## src/rtl/cpu_types_pkg.sv

```systemverilog
// -----------------------------------------------------------------------------
// cpu_types_pkg
// Shared CPU types for the fetch stage.
//   word_t         : 32-bit machine word (instructions, addresses).
//   fetch_state_t  : fetch FSM state (FETCH, HOLD, HALTED).
//   pc_incr()      : sequential next-PC helper, modulo 2^32.
// -----------------------------------------------------------------------------
package cpu_types_pkg;

  typedef logic [31:0] word_t;

  typedef enum logic [1:0] {
    FETCH  = 2'd0,
    HOLD   = 2'd1,
    HALTED = 2'd2
  } fetch_state_t;

  localparam word_t PC_STEP = 32'd4;

  // Sequential successor of a PC; wraps naturally at 2^32 and never
  // touches the two low bits because the step is a multiple of four.
  function automatic word_t pc_incr(input word_t pc);
    return pc + PC_STEP;
  endfunction

endpackage

```

## src/rtl/pc_reg.sv

```systemverilog
// -----------------------------------------------------------------------------
// pc_reg
// Program counter register with load / increment / hold.
// Ports:
//   clk_i       : rising-edge clock
//   rst_ni      : asynchronous active-low reset, loads PC_INIT
//   load_i      : load load_pc_i (takes priority over inc_i)
//   load_pc_i   : value to load
//   inc_i       : advance PC by four
//   pc_o        : current PC
//   pc_plus4_o  : current PC + 4 (modulo 2^32)
// -----------------------------------------------------------------------------
module pc_reg
  import cpu_types_pkg::*;
#(
  parameter word_t PC_INIT = 32'h0000_0000
) (
  input  logic  clk_i,
  input  logic  rst_ni,
  input  logic  load_i,
  input  word_t load_pc_i,
  input  logic  inc_i,
  output word_t pc_o,
  output word_t pc_plus4_o
);

  word_t pc_q;
  word_t pc_d;

  assign pc_o       = pc_q;
  assign pc_plus4_o = pc_incr(pc_q);

  // Next-PC select: load beats increment, otherwise hold.
  always_comb begin
    pc_d = pc_q;
    if (load_i) begin
      pc_d = load_pc_i;
    end else if (inc_i) begin
      pc_d = pc_plus4_o;
    end else begin
      pc_d = pc_q;
    end
  end

  // PC state register.
  always_ff @(posedge clk_i or negedge rst_ni) begin
    if (!rst_ni) begin
      pc_q <= PC_INIT;
    end else begin
      pc_q <= pc_d;
    end
  end

endmodule

```

## src/rtl/fetch_unit.sv

```systemverilog
// -----------------------------------------------------------------------------
// fetch_unit
// Instruction fetch stage with IF/ID pipeline register and a one-entry
// skid buffer that catches a word returned while the hazard unit stalls.
// Ports:
//   CLK, nRST      : clock, asynchronous active-low reset
//   ihit, iload    : instruction memory handshake and returned word
//   iREN, iaddr    : read request (only in FETCH) and fetch address (= PC)
//   stall, flush   : hazard controls for the IF/ID register
//   redirect,
//   redirect_pc    : taken control transfer resolved downstream
//   halt           : HALT seen in IF/ID; parks the stage until reset
//   instr, npc,
//   valid          : IF/ID contents (instr=0/valid=0 is a bubble)
// -----------------------------------------------------------------------------
module fetch_unit
  import cpu_types_pkg::*;
#(
  parameter word_t PC_INIT = 32'h0000_0000
) (
  input  logic        CLK,
  input  logic        nRST,
  input  logic        ihit,
  input  logic [31:0] iload,
  output logic        iREN,
  output logic [31:0] iaddr,
  input  logic        stall,
  input  logic        flush,
  input  logic        redirect,
  input  logic [31:0] redirect_pc,
  input  logic        halt,
  output logic [31:0] instr,
  output logic [31:0] npc,
  output logic        valid
);

  fetch_state_t state_q, state_d;
  word_t        instr_q, instr_d;
  word_t        npc_q, npc_d;
  logic         valid_q, valid_d;
  word_t        buf_instr_q, buf_instr_d;
  word_t        buf_npc_q, buf_npc_d;

  logic         pc_load_s;
  logic         pc_inc_s;
  word_t        pc_s;
  word_t        pc_plus4_s;

  pc_reg #(
    .PC_INIT (PC_INIT)
  ) u_pc_reg (
    .clk_i      (CLK),
    .rst_ni     (nRST),
    .load_i     (pc_load_s),
    .load_pc_i  (redirect_pc),
    .inc_i      (pc_inc_s),
    .pc_o       (pc_s),
    .pc_plus4_o (pc_plus4_s)
  );

  assign iREN  = (state_q == FETCH);
  assign iaddr = pc_s;
  assign instr = instr_q;
  assign npc   = npc_q;
  assign valid = valid_q;

  // Next-state logic: halt > redirect > stall > normal; flush then
  // overrides whatever the IF/ID register would have loaded.
  always_comb begin
    state_d     = state_q;
    instr_d     = instr_q;
    npc_d       = npc_q;
    valid_d     = valid_q;
    buf_instr_d = buf_instr_q;
    buf_npc_d   = buf_npc_q;
    pc_load_s   = 1'b0;
    pc_inc_s    = 1'b0;

    case (state_q)
      FETCH: begin
        if (halt) begin
          state_d = HALTED;
          instr_d = 32'h0000_0000;
          valid_d = 1'b0;
        end else if (redirect) begin
          // Any word returned this cycle belongs to the wrong path.
          pc_load_s = 1'b1;
          instr_d   = 32'h0000_0000;
          valid_d   = 1'b0;
        end else if (ihit) begin
          pc_inc_s = 1'b1;
          if (stall) begin
            // IF/ID is frozen, so park the returned word in the buffer.
            buf_instr_d = iload;
            buf_npc_d   = pc_plus4_s;
            state_d     = HOLD;
          end else begin
            instr_d = iload;
            npc_d   = pc_plus4_s;
            valid_d = 1'b1;
          end
        end else begin
          if (stall) begin
            state_d = FETCH;
          end else begin
            instr_d = 32'h0000_0000;
            valid_d = 1'b0;
          end
        end
      end

      HOLD: begin
        if (halt) begin
          state_d = HALTED;
          instr_d = 32'h0000_0000;
          valid_d = 1'b0;
        end else if (redirect) begin
          pc_load_s   = 1'b1;
          instr_d     = 32'h0000_0000;
          valid_d     = 1'b0;
          buf_instr_d = 32'h0000_0000;
          buf_npc_d   = 32'h0000_0000;
          state_d     = FETCH;
        end else if (stall) begin
          state_d = HOLD;
        end else begin
          // PC already advanced when the word was buffered.
          instr_d     = buf_instr_q;
          npc_d       = buf_npc_q;
          valid_d     = 1'b1;
          buf_instr_d = 32'h0000_0000;
          buf_npc_d   = 32'h0000_0000;
          state_d     = FETCH;
        end
      end

      HALTED: begin
        // Only nRST leaves this state.
        state_d = HALTED;
        instr_d = 32'h0000_0000;
        valid_d = 1'b0;
      end

      default: begin
        state_d = FETCH;
        instr_d = 32'h0000_0000;
        valid_d = 1'b0;
      end
    endcase

    if (flush) begin
      instr_d = 32'h0000_0000;
      valid_d = 1'b0;
    end else begin
      valid_d = valid_d;
    end
  end

  // FSM, IF/ID and skid-buffer registers.
  always_ff @(posedge CLK or negedge nRST) begin
    if (!nRST) begin
      state_q     <= FETCH;
      instr_q     <= 32'h0000_0000;
      npc_q       <= 32'h0000_0000;
      valid_q     <= 1'b0;
      buf_instr_q <= 32'h0000_0000;
      buf_npc_q   <= 32'h0000_0000;
    end else begin
      state_q     <= state_d;
      instr_q     <= instr_d;
      npc_q       <= npc_d;
      valid_q     <= valid_d;
      buf_instr_q <= buf_instr_d;
      buf_npc_q   <= buf_npc_d;
    end
  end

endmodule

```

## config.mk

```make
export PLATFORM = sky130hd
export DESIGN_NAME = fetch_unit
export DESIGN_NICKNAME = d
export VERILOG_FILES = /design/src/rtl/cpu_types_pkg.sv /design/src/rtl/pc_reg.sv /design/src/rtl/fetch_unit.sv
export SDC_FILE = /design/constraint.sdc
export NUM_CORES = 1
export LEC_CHECK = 0
export CAP_MARGIN = 20
export CORE_ASPECT_RATIO = 0.5
export CORE_MARGIN = 2
export CORE_UTILIZATION = 50
export DETAILED_ROUTE_END_ITERATION = 8
export PLACE_DENSITY = 0.84
export SETUP_SLACK_MARGIN = 0.15
export SLEW_MARGIN = 20
export SYNTH_ARGS = -nofsm -noshare
export SYNTH_HDL_FRONTEND = slang
export SYNTH_SLANG_ARGS = --single-unit
```

## constraint.sdc

```tcl
create_clock -name CLK -period 3.94 [get_ports CLK]
set_input_delay 0.985 -clock CLK [delete_from_list [all_inputs] [get_ports CLK]]
set_output_delay 0.985 -clock CLK [all_outputs]
set_load 0.01 [all_outputs]
```

==> results by group <==
Critical path
  – Reg2reg start: u_pc_reg.pc_o[2]$_DFFE_PN0P_
  – Crit-path slowest cell: nand2_1
  – Flop-to-flop setup slack: 1.48 ns
  – Buffers & Inverters on Critical Path: 1
  – Worst path cell trace: clkdlybuf4s50_1 > nor2_1 > and2_1 > nand2_1 > o21ai_0
  – Startpoint Class: input pin
  – CP max stage delay: 0.63 ns
  – Reg2reg end: npc[16]$_DFFE_PN0P_
  – Family with the most delay on the worst path: simple AND/OR/NAND/NOR gates
  – Crit-path max FO: 27
  – Reg2Reg Depth: 6
  – CP Capture Type: flip-flop
  – WP data required: 4.25 ns
  – CP arrival: 3.35 ns
  – CP Class: input pin to flip-flop

Synthesis
  – Avg Cell Area, Syn: 9.85 um2
  – Top-area cell type share of the netlist area: 52.3%
  – Syn Nets: 864
  – Count leader, synth: dfrtp_1
  – Synth cell types: 59
  – #FFs+latches synth: 163
  – Syn Inst Count: 792
  – Synth area leader: dfrtp_1
  – Number of synthesized flops with an enable pin: 0
  – Post-synthesis sequential area ratio: 52.3%
  – Synth async-reset ratio: 100%
  – YS warnings: 0
  – Post-Syn Area: 0.00780 mm2
  – Top post-synthesis cells by count: 163 x dfrtp_1, 113 x nand2_1, 99 x o21ai_0, 39 x nor2_1
  – Synth Flop Type: dfrtp_1
  – Synth area leaders: dfrtp_1 52%, o21ai_0 6.4%, nand2_1 5.4%

Drt
  – DRT Pass-1 Iters: 6
  – WL final: 22400 um
  – Vias per cell: 6.18
  – Routed WL per cell: 19.5 um
  – Routed vias: 7103
  – ANT nets after route: 0
  – DR DRC count: 0
  – Iter 0 DRT Violations: 909

Clock network
  – Total of hold buffers inserted after clock tree synthesis: 0
  – TritonCTS buffer count: 17
  – Post-cts sizing count: 0
  – Clock sinks: 163
  – H-Tree Depth: 4
  – Root Driver: clkbuf_16
  – CTS tree: yes
  – Clock Tree Buf Depth: 2
  – Worst-skew pair later-pin latency: 0.42 ns
  – Reg clk slew, reported paths: 0.06 ns
  – Post-CTS setup buffer count: 0

Place
  – DP Area: 0.00960 mm2
  – Gpl congestion: 0.903
  – IO Port Bufs: 168
  – HPWL after DPL: 14900 um

Floorplan
  – Die Area: 0.0167 mm2
  – Core Region: 0.0153 mm2
  – Io pins: 169
  – Die Y: 92.3 um
  – Std-Cell Rows: 32
  – Die Width: 181 um
  – Initial cell density of the core: 50.9%

Power
  – Pwr/cell area: 399 mW/mm2
  – Lkg Pwr: 4.30 nW
  – Max IR drop VDD: 0.000379 V

STA
  – Fin. max-slew vios: 0
  – Final Critical Period: 3.04 ns
  – Final setup vio count: 0
  – Crit share post-route: 77.3%
  – Highest Clock Rate: 329 MHz
  – Hold Slack: 0.472 ns
  – Worst Clk Skew: 0.0114 ns
  – TNS Setup: 0 ns
  – Rel. slew slack: 36.5%
  – Worst slew pin tran: 0.950 ns
  – Hold Fails Final Rpt: 0
  – Unrepaired setup endpoints after global routing: false

Worst hold path
  – Hold path cells: 2
  – Hold EP: buf_npc_q[17]$_DFFE_PN0P_
  – Min-delay worst type: flip-flop to flip-flop
  – Hold Path Origin: buf_npc_q[17]$_DFFE_PN0P_

GRT
  – GRT overflow: 0
  – First-pass GRT wire length: 35700 um
  – Gr usage total: 27.0%
  – Vias in the first global route: 6701
  – Maximum number of pins on one net before global-route repair: 103
  – Initial antenna violation count: 0

Final layout
  – Share of cells above drive strength 1: 7.62%
  – Post-route cell area: 0.0102 mm2
  – Layout area overhead: 30.5%
  – ANT cells: 0
  – Net count, final: 1004

Flow run
  – Number of max-cap violations: 0

Status
  – Status: completed
## area by class of cell
cell class                 instances  area [um2]
clock buffer                      17         425
fill                            1151        5150
multi-input combinational        555        3390
clock inverter                    15         149
tap                              204         255
timing repair buffer             183        1830
inverter                          12        45.0
sequential                       163        4080
## sequential cells by signal, summed over array words and instances (netlist names)
signal,flops
u_pc_reg.pc_o,32
npc,32
state_q,2
buf_instr_q,32
buf_npc_q,32
instr,32
valid,1
## worst reg2reg max path, cell delays in order (launching register included)
cell	delay, ns
dfrtp_1	0.60
ha_1	0.40
nand2_1	0.21
nor4_1	0.48
nand3_1	0.19
xor2_1	0.29
o21ai_0	0.15
## layer usage
metal | part of all wire [%] | up-vias | GRT usage [%]
li1 | - | 3180 | -
met3 | 7.7 | 27 | 4.09
met1 | 45 | 3538 | 39.2
met4 | 1.1 | 0 | 8.06
met2 | 46 | 358 | 42.3
met5 | 0 | - | 0
## cell families after synthesis
| family | count (synthesis) | share of synthesized area (%) |
|---|---|---|
| adders and majority gates | 1 | 0.160 |
| muxes | 7 | 0.978 |
| buffers and inverters | 74 | 4.63 |
| and+or+nand+nor | 269 | 17.7 |
| DFF | 163 | 52.3 |
| AOI/OAI and AO/OA | 253 | 21.4 |
| xor gates and xnor gates | 25 | 2.81 |
## report_power, final
group	internal (mW)	total, mW	switching, mW
clock	0.890	1.63	0.743
combinational	0.274	0.537	0.263
sequential	1.76	1.89	0.131
total	2.93	4.06	1.14
## through the flow
step	worst slack, ns	cells	utilization (%)	power [mW]
finish	0.896	1149	66.4	4.06
floorplan	1.44	792	-	2.13
global placement	0.757	1116	62.5	2.43
CTS	0.963	1149	66.4	4.06
detailed placement	0.612	1117	62.6	2.45
global route	0.654	1149	66.4	4.20
## cell usage in the layout, fill, tap and decap left out, types with 3 or more instances in the layout
cell type / n
clkdlybuf4s50_1: 167
dfrtp_1: 163
nand2_1: 112
o21ai_0: 99
nor2_1: 38
a22o_1: 37
a21oi_1: 30
a22oi_1: 26
nand3_1: 22
nand4_1: 19
a221o_1: 19
and3_1: 18
clkbuf_16: 17
xnor2_1: 15
inv_1: 12
buf_4: 12
nor3_1: 10
xor2_1: 10
a21o_1: 10
nor4_1: 8
or3_1: 7
a31oi_1: 6
mux2_2: 5
clkinv_4: 5
nor4_4: 4
nor3b_1: 4
o311ai_0: 4
inv_6: 4
nor2b_1: 3
and2_1: 3
or4_1: 3
o21bai_1: 3
o211ai_1: 3
o22ai_1: 3
buf_12: 3
## worst max path at each step
stage / start / cells after the start / slack (ns) / endpoint
floorplan: halt / 6 / 1.44 / npc[24]$_DFFE_PN0P_
global placement: ihit / 5 / 0.76 / buf_npc_q[2]$_DFFE_PN0P_
detailed placement: redirect / 5 / 0.61 / buf_npc_q[25]$_DFFE_PN0P_
CTS: halt / 5 / 0.96 / buf_npc_q[25]$_DFFE_PN0P_
global route: redirect / 5 / 0.65 / buf_npc_q[29]$_DFFE_PN0P_
finish: halt / 5 / 0.90 / buf_npc_q[25]$_DFFE_PN0P_
(Power assumes the default switching activity.)
